$ cat src/rtl/stochastic_decoder.sv
// stochastic_decoder
//   Counts the 1s of a unipolar stochastic bitstream over a window of nummax
//   valid bits, giving count_out/nummax_out = P(bit=1). One window per start
//   pulse; the result is held until the next window completes.
// Ports
//   clk        in  1  system clock, rising edge
//   rst        in  1  synchronous active-high reset
//   start      in  1  begin a new window (sampled only when idle)
//   nummax     in  W  window length in valid bits, latched on accepted start
//   bit_in     in  1  stochastic stream bit
//   bit_valid  in  1  qualifier for bit_in
//   busy       out 1  high while a window is being accumulated
//   done       out 1  one-cycle pulse when count_out/nummax_out update
//   count_out  out W  ones seen in the last completed window
//   nummax_out out W  length of the last completed window
module stochastic_decoder #(
  parameter int unsigned W = 9
) (
  input  logic         clk,
  input  logic         rst,
  input  logic         start,
  input  logic [W-1:0] nummax,
  input  logic         bit_in,
  input  logic         bit_valid,
  output logic         busy,
  output logic         done,
  output logic [W-1:0] count_out,
  output logic [W-1:0] nummax_out
);

  typedef enum logic {IDLE, RUN} state_t;

  state_t       state, state_next;
  logic [W-1:0] len, ones, seen;

  logic         accept;      // start taken with a non-empty window
  logic         empty_start; // start with nummax==0: completes immediately
  logic         last_bit;    // this edge accepts bit number len
  logic         done_next;
  logic [W-1:0] count_next;
  logic [W-1:0] nummax_next;

  // State register
  always_ff @(posedge clk) begin
    if (rst) begin
      state <= IDLE;
    end else begin
      state <= state_next;
    end
  end

  // Next-state logic
  always_comb begin
    accept      = 1'b0;
    empty_start = 1'b0;
    last_bit    = 1'b0;
    state_next  = state;
    unique case (state)
      IDLE: begin
        if (start) begin
          if (nummax != '0) begin
            accept     = 1'b1;
            state_next = RUN;
          end else begin
            empty_start = 1'b1;
          end
        end
      end
      RUN: begin
        // seen < len always holds in RUN, so len-1 never underflows here
        if (bit_valid && (seen == len - W'(1))) begin
          last_bit   = 1'b1;
          state_next = IDLE;
        end
      end
      default: state_next = IDLE;
    endcase
  end

  // Output decode: values to be registered into the result outputs
  always_comb begin
    done_next   = 1'b0;
    count_next  = '0;
    nummax_next = '0;
    if (empty_start) begin
      done_next = 1'b1;
    end else if (last_bit) begin
      done_next   = 1'b1;
      count_next  = ones + W'(bit_in);
      nummax_next = len;
    end
  end

  // Datapath and registered outputs
  always_ff @(posedge clk) begin
    if (rst) begin
      len        <= '0;
      ones       <= '0;
      seen       <= '0;
      busy       <= 1'b0;
      done       <= 1'b0;
      count_out  <= '0;
      nummax_out <= '0;
    end else begin
      busy <= (state_next == RUN);
      done <= done_next;
      if (done_next) begin
        count_out  <= count_next;
        nummax_out <= nummax_next;
      end
      if (accept) begin
        len  <= nummax;
        ones <= '0;
        seen <= '0;
      end else if ((state == RUN) && bit_valid) begin
        ones <= ones + W'(bit_in);
        seen <= seen + W'(1);
      end
    end
  end

endmodule

$ cat config.mk
export PLATFORM = sky130hd
export DESIGN_NAME = stochastic_decoder
export DESIGN_NICKNAME = d
export VERILOG_FILES = /design/src/rtl/stochastic_decoder.sv
export SDC_FILE = /design/constraint.sdc
export NUM_CORES = 1
export LEC_CHECK = 0
export ABC_CLOCK_PERIOD_IN_PS = 3300
export CORE_ASPECT_RATIO = 0.7
export CORE_MARGIN = 2
export CORE_UTILIZATION = 35
export CTS_CLUSTER_SIZE = 25
export DETAILED_ROUTE_END_ITERATION = 10
export SLEW_MARGIN = 20
export SYNTH_ARGS = -nofsm -noshare
export SYNTH_HDL_FRONTEND = slang
export SYNTH_SLANG_ARGS = --single-unit
$ cat constraint.sdc
create_clock -name clk -period 3.3 [get_ports clk]
set_input_delay 0.99 -clock clk [delete_from_list [all_inputs] [get_ports clk]]
set_output_delay 0.99 -clock clk [all_outputs]
set_load 0.005 [all_outputs]
; ---- After elaboration in Yosys (flattened, before gate mapping)
; Index checks and enable logic that the tools add are counted.
[word_totals]
reg_bits = 47
elab_cells = 32
[op_classes]
addsub = 3
eq_ne = 1
n_mux = 16
n_bitwise = 1
n_reduce_logical = 4
[op_table]
columns = cell, n
row1 = $mux 9, 4
row2 = $mux 1, 11
row3 = $add 9x1->9, 1
row4 = $add 9x1->9 const B, 1
row5 = $eq 9x9->1, 1
row6 = $reduce_bool 9->1, 1
row7 = $sub 9x1->9 const B, 1
row8 = $logic_and 1x1->1, 2
row9 = $pmux 1 s2, 1
row10 = $reduce_or 2->1, 1
row11 = $not 1->1, 1

; ---- Depth between registers and ports, before layout
[logic_depth]
ltp_word = 7
depth_mapped = 9
depth_no_buf = 8

; ---- Least setup slack after synthesis
; Ideal clock, no wire load.
[synth_timing]
path_type = input to register
startpoint = in nummax[8]
endpoint = reg count_out[2]
setup_time_ns = 0.125
arrival_ns = 2.181
required_time_ns = 3.175
slack_ns = 0.994
cell_stages = 7
cell_sequence = nor4_1 > nand3_1 > nor2b_1 > clkbuf_1 > nor2_1 > nand2_1 > mux2i_1
[synth_via]
elab_chain_len = 5
word_cells_on_any_way = 6
classes_between = mux: 5 / reduce/logical: 1
[synth_lines]
columns = item, line_no
row1 = start: declaration, 22  ; input logic [W-1:0] nummax,
row2 = $reduce_bool 9->1 (*), 61  ; if (nummax != '0) begin
row3 = $mux 1 (*), 61
row4 = $mux 1 (*), 60  ; if (start) begin
row5 = $mux 1 (*), 58  ; unique case (state)
row6 = $mux 9 or $mux 1 (tied branches), 85  ; if (empty_start) begin
row7 = end signal: assignment, 108  ; count_out <= count_next;
row8 = end: declaration, 27  ; output logic [W-1:0] count_out,
; Every way passes the cells marked *; elsewhere a longest branch is shown, timed or not.
; A chain may end at the register's enable or synchronous reset.

; ---- Worst setup path in the final report
[layout_timing]
startpoint = reg len[0]
endpoint = reg nummax_out[8]
[layout_via]
elab_chain_len = 7
word_cells_on_any_way = 9
classes_between = add/sub: 1 / eq/ne: 1 / mux: 6 / reduce/logical: 1
[layout_lines]
columns = item, line_no
row1 = start: declaration, 34  ; logic [W-1:0] len, ones, seen;
row2 = start signal: assignment, 112  ; len <= nummax;
row3 = $sub 9x1->9 (*), 71  ; if (bit_valid && (seen == len - W'(1))) begin
row4 = $eq 9x9->1 (*), 71
row5 = $logic_and 1x1->1 (*), 71
row6 = $mux 1 (*), 71
row7 = $mux 1 (*), 58
row8 = $mux 9 or $mux 1 (tied branches), 87  ; end else if (last_bit) begin
row9 = $mux 9 or $mux 1 (tied branches), 85
row10 = end signal: assignment, 109  ; nummax_out <= nummax_next;
row11 = end: declaration, 28  ; output logic [W-1:0] nummax_out
; Marks and branches as above.

==> summary.md <==
| Metric | Value |
|---|---|
| Area leader, netlist | `dfxtp_1` |
| Setup crit start kind | `register` |
| Reg area | `941 µm²` |
| Die Width | `103 µm` |
| Cells after Synth | `285` |
| Clock slew at reported path FFs | `0.09 ns` |
| P&R area growth vs syn | `23.5%` |
| Synthesized area per cell | `8.44 µm²` |
| Cts repair resizes | `0` |
| Longest Clk Path Bufs | `2` |
| Area occupied by multi-input gates | `1380 µm²` |
| Ports | `34` |
| Worst Skew | `0.00893 ns` |
| Layout cells sized above 1 | `0.0883` |
| Core area | `6690 µm²` |
| RSZ-0062 raised after global routing | `no` |
| Antenna-violating nets left | `0` |
| Worst reg2reg path depth | `8` |
| Die area | `7560 µm²` |
| Ys async rst share | `0` |
| Yosys reg bits | `47` |
| Starting DRT DRC Count | `73` |
| Synth unique cells | `35` |
| EDFF count, synth | `0` |
| First-pass GRT wire length | `8710 µm` |
| Via/cell ratio | `4.89` |
| Fmax | `367 MHz` |
| DR vias | `2011` |
| Starting density of the core | `0.359` |
| Final wirelength | `5260 µm` |
| Setup crit end kind | `register` |
| DIE HEIGHT | `73.4 µm` |
| Synth Cell Area | `2400 µm²` |
| Final Hold Violating Endpoints | `0` |
| Antenna diode count | `0` |
| Setup violators final | `0` |
| Placed insts | `403` |
| PortBufs | `33` |
| CP Max Fanout | `12` |
| Largest net degree at the start of global routing | `28` |
| Synth top area share | `0.391` |
| Final non-filler cell total | `411` |
| Commonest cells post-synth | `47 x dfxtp_1, 44 x nand2_1, 27 x nor2_1` |
| 1st-pass router iterations | `4` |
| Initial antenna violation count | `0` |
| CP arrival | `2.91 ns` |
| Rel. slew slack | `0.390` |
| Clock latency on the worst-skew pair | `0.30 ns` |
| Tot GR Track Use | `0.148` |
| Fin crit period | `2.72 ns` |
| # fillers | `689` |
| CTS tree | `built` |
| H-tree depth | `2` |
| Most frequent cell after synthesis | `dfxtp_1` |
| CTS root buf | `clkbuf_8` |
| Syn. warnings | `0` |
| Top cells by area, synth | `dfxtp_1 39%, xor2_1 7.3%, nand2_1 6.9%, xnor2_1 5.1%, a21oi_1 5.0%` |
| Fin nets | `334` |
| Drt wl/cell | `12.8 µm` |
| GP Congestion | `0.784` |
| Vias in the first global route | `1837` |
| Slew of the pin with the lowest slew margin | `0.913 ns` |
| Cell depth of the worst setup path | `8` |
| PwrDens | `414 nW/µm²` |
| CTS Buf Count | `5` |
| R2R setup slack | `0.58 ns` |
| Post-synthesis net count | `303` |
| Number of max-cap violations | `0` |
| Run status | `finished clean` |
| Slowest cell on the critical path | `or4_1` |
| Sequential area share after synthesis | `0.391` |
| CP delay by family, top | `simple AND/OR/NAND/NOR gates` |
| Setup CP Type | `reg2reg` |
| Slowest stage delay, CP | `0.84 ns` |
| CP required | `3.49 ns` |
| Fin crit share | `0.825` |
| GR Overflow Total | `0` |
| Max-slew violation count | `0` |
| Drt drc | `0` |
| Total negative slack | `0 ns` |
| CTS Hold Bufs | `0` |
| Leakage | `0.00109 µW` |
| Top_reg_cell synth | `dfxtp_1` |
| Hold depth | `2` |
| Worst VDD drop | `0.186 mV` |
| Cell breakdown of the critical path | `inv_1, ha_1, nor3b_1, nand3_1, xnor2_1, or4_1, o31ai_1, a21oi_1` |
| WP buf/inv | `1` |
| Row Count | `25` |
| Hold Crit Class | `reg2reg` |
| Final HPWL DP | `3830 µm` |
| CTS Sinks | `47` |
| Setup bufs post-CTS | `0` |
==> per-stage QoR <==
step / utilization / cell area [µm²] / hold slack, ns / worst slack, ns / power (µW)
2_1_floorplan: - / 2400 / 0.440 / 0.994 / 703
3_3_place_gp: 0.424 / 2840 / 0.445 / 0.421 / 745
4_1_cts: 0.444 / 2970 / 0.465 / 0.572 / 1240
5_1_grt: 0.444 / 2970 / 0.483 / 0.445 / 1270
6_report: 0.444 / 2970 / 0.461 / 0.578 / 1230
3_5_place_dp: 0.424 / 2840 / 0.451 / 0.379 / 747
==> tightest hold or removal path: stages (launching register included) <==
cell     delay (ns)
dfxtp_1        0.32
nand2_1        0.05
mux2i_1        0.05
==> cells in the final DEF, fill, tap and decap left out, types with 2 or more instances in the layout <==
cell type | Yosys | final
xor2_1 | 20 | 20
bufinv_16 | 0 | 2
ha_1 | 4 | 4
o31ai_2 | 9 | 9
nand2b_1 | 6 | 6
nand2_1 | 44 | 44
nor3_1 | 5 | 5
nor3b_1 | 2 | 2
clkbuf_8 | 0 | 5
clkdlybuf4s50_1 | 0 | 33
nand3_1 | 4 | 4
dfxtp_1 | 47 | 47
a21oi_1 | 24 | 24
a22oi_1 | 2 | 2
nor2b_1 | 15 | 15
nor2_1 | 27 | 27
mux2i_1 | 7 | 7
xnor2_1 | 14 | 14
nor4_1 | 3 | 3
o31ai_1 | 2 | 2
and2_1 | 2 | 2
inv_1 | 4 | 4
and3_1 | 2 | 2
buf_4 | 2 | 7
nand4_1 | 15 | 15
==> kinds of logic (layout without fill, tap and decap cells) <==
| kind of cell | count (synthesis) | count (layout) | share of synthesized area |
|---|---|---|---|
| xor gates and xnor gates | 34 | 34 | 0.124 |
| and+or+nand+nor | 130 | 130 | 0.268 |
| adders and majority gates | 4 | 4 | 0.0208 |
| buffers and inverters | 20 | 52 | 0.0343 |
| DFF | 47 | 47 | 0.391 |
| AOI/OAI and AO/OA | 42 | 42 | 0.128 |
| muxes | 8 | 8 | 0.0338 |
==> report_power, final <==
group	leakage [µW]	internal [µW]	switching (µW)
clock network	0.0000654	303	192
registers	0.000380	575	14.4
logic	0.000647	57.2	88.5
==> flip-flops by register name, indices dropped and copies added (netlist names) <==
signal,flops
len,9
seen,9
count_out,9
nummax_out,9
ones,9
busy,1
done,1
==> final timing paths <==
| kind | start | to |
|---|---|---|
| setup / recovery | len[0]$_SDFFE_PP0P_ | nummax_out[8]$_SDFFE_PP0P_ |
| hold / removal | count_out[6]$_SDFFE_PP0P_ | count_out[6]$_SDFFE_PP0P_ |
| setup reg to reg | len[0]$_SDFFE_PP0P_ | nummax_out[8]$_SDFFE_PP0P_ |
| hold reg to reg | count_out[6]$_SDFFE_PP0P_ | count_out[6]$_SDFFE_PP0P_ |
==> routing by layer <==
| metal | global-route usage | share of wire | up-vias |
|---|---|---|---|
| li1 | - | - | 1040 |
| met1 | 0.216 | 0.50 | 913 |
| met5 | 0 | 0 | - |
| met2 | 0.224 | 0.44 | 54 |
| met3 | 0.0324 | 0.057 | 4 |
| met4 | 0.0351 | 0.0040 | 0 |
==> layout make-up <==
cell class | count | area share
multi-input combinational | 218 | 0.465
sequential | 47 | 0.317
timing repair buffer | 40 | 0.129
tap | 94 | 0.0396
clock buffer | 6 | 0.0244
clock inverter | 2 | 0.0202
inverter | 4 | 0.00505
Note: power is estimated with default switching activity, not from simulation.
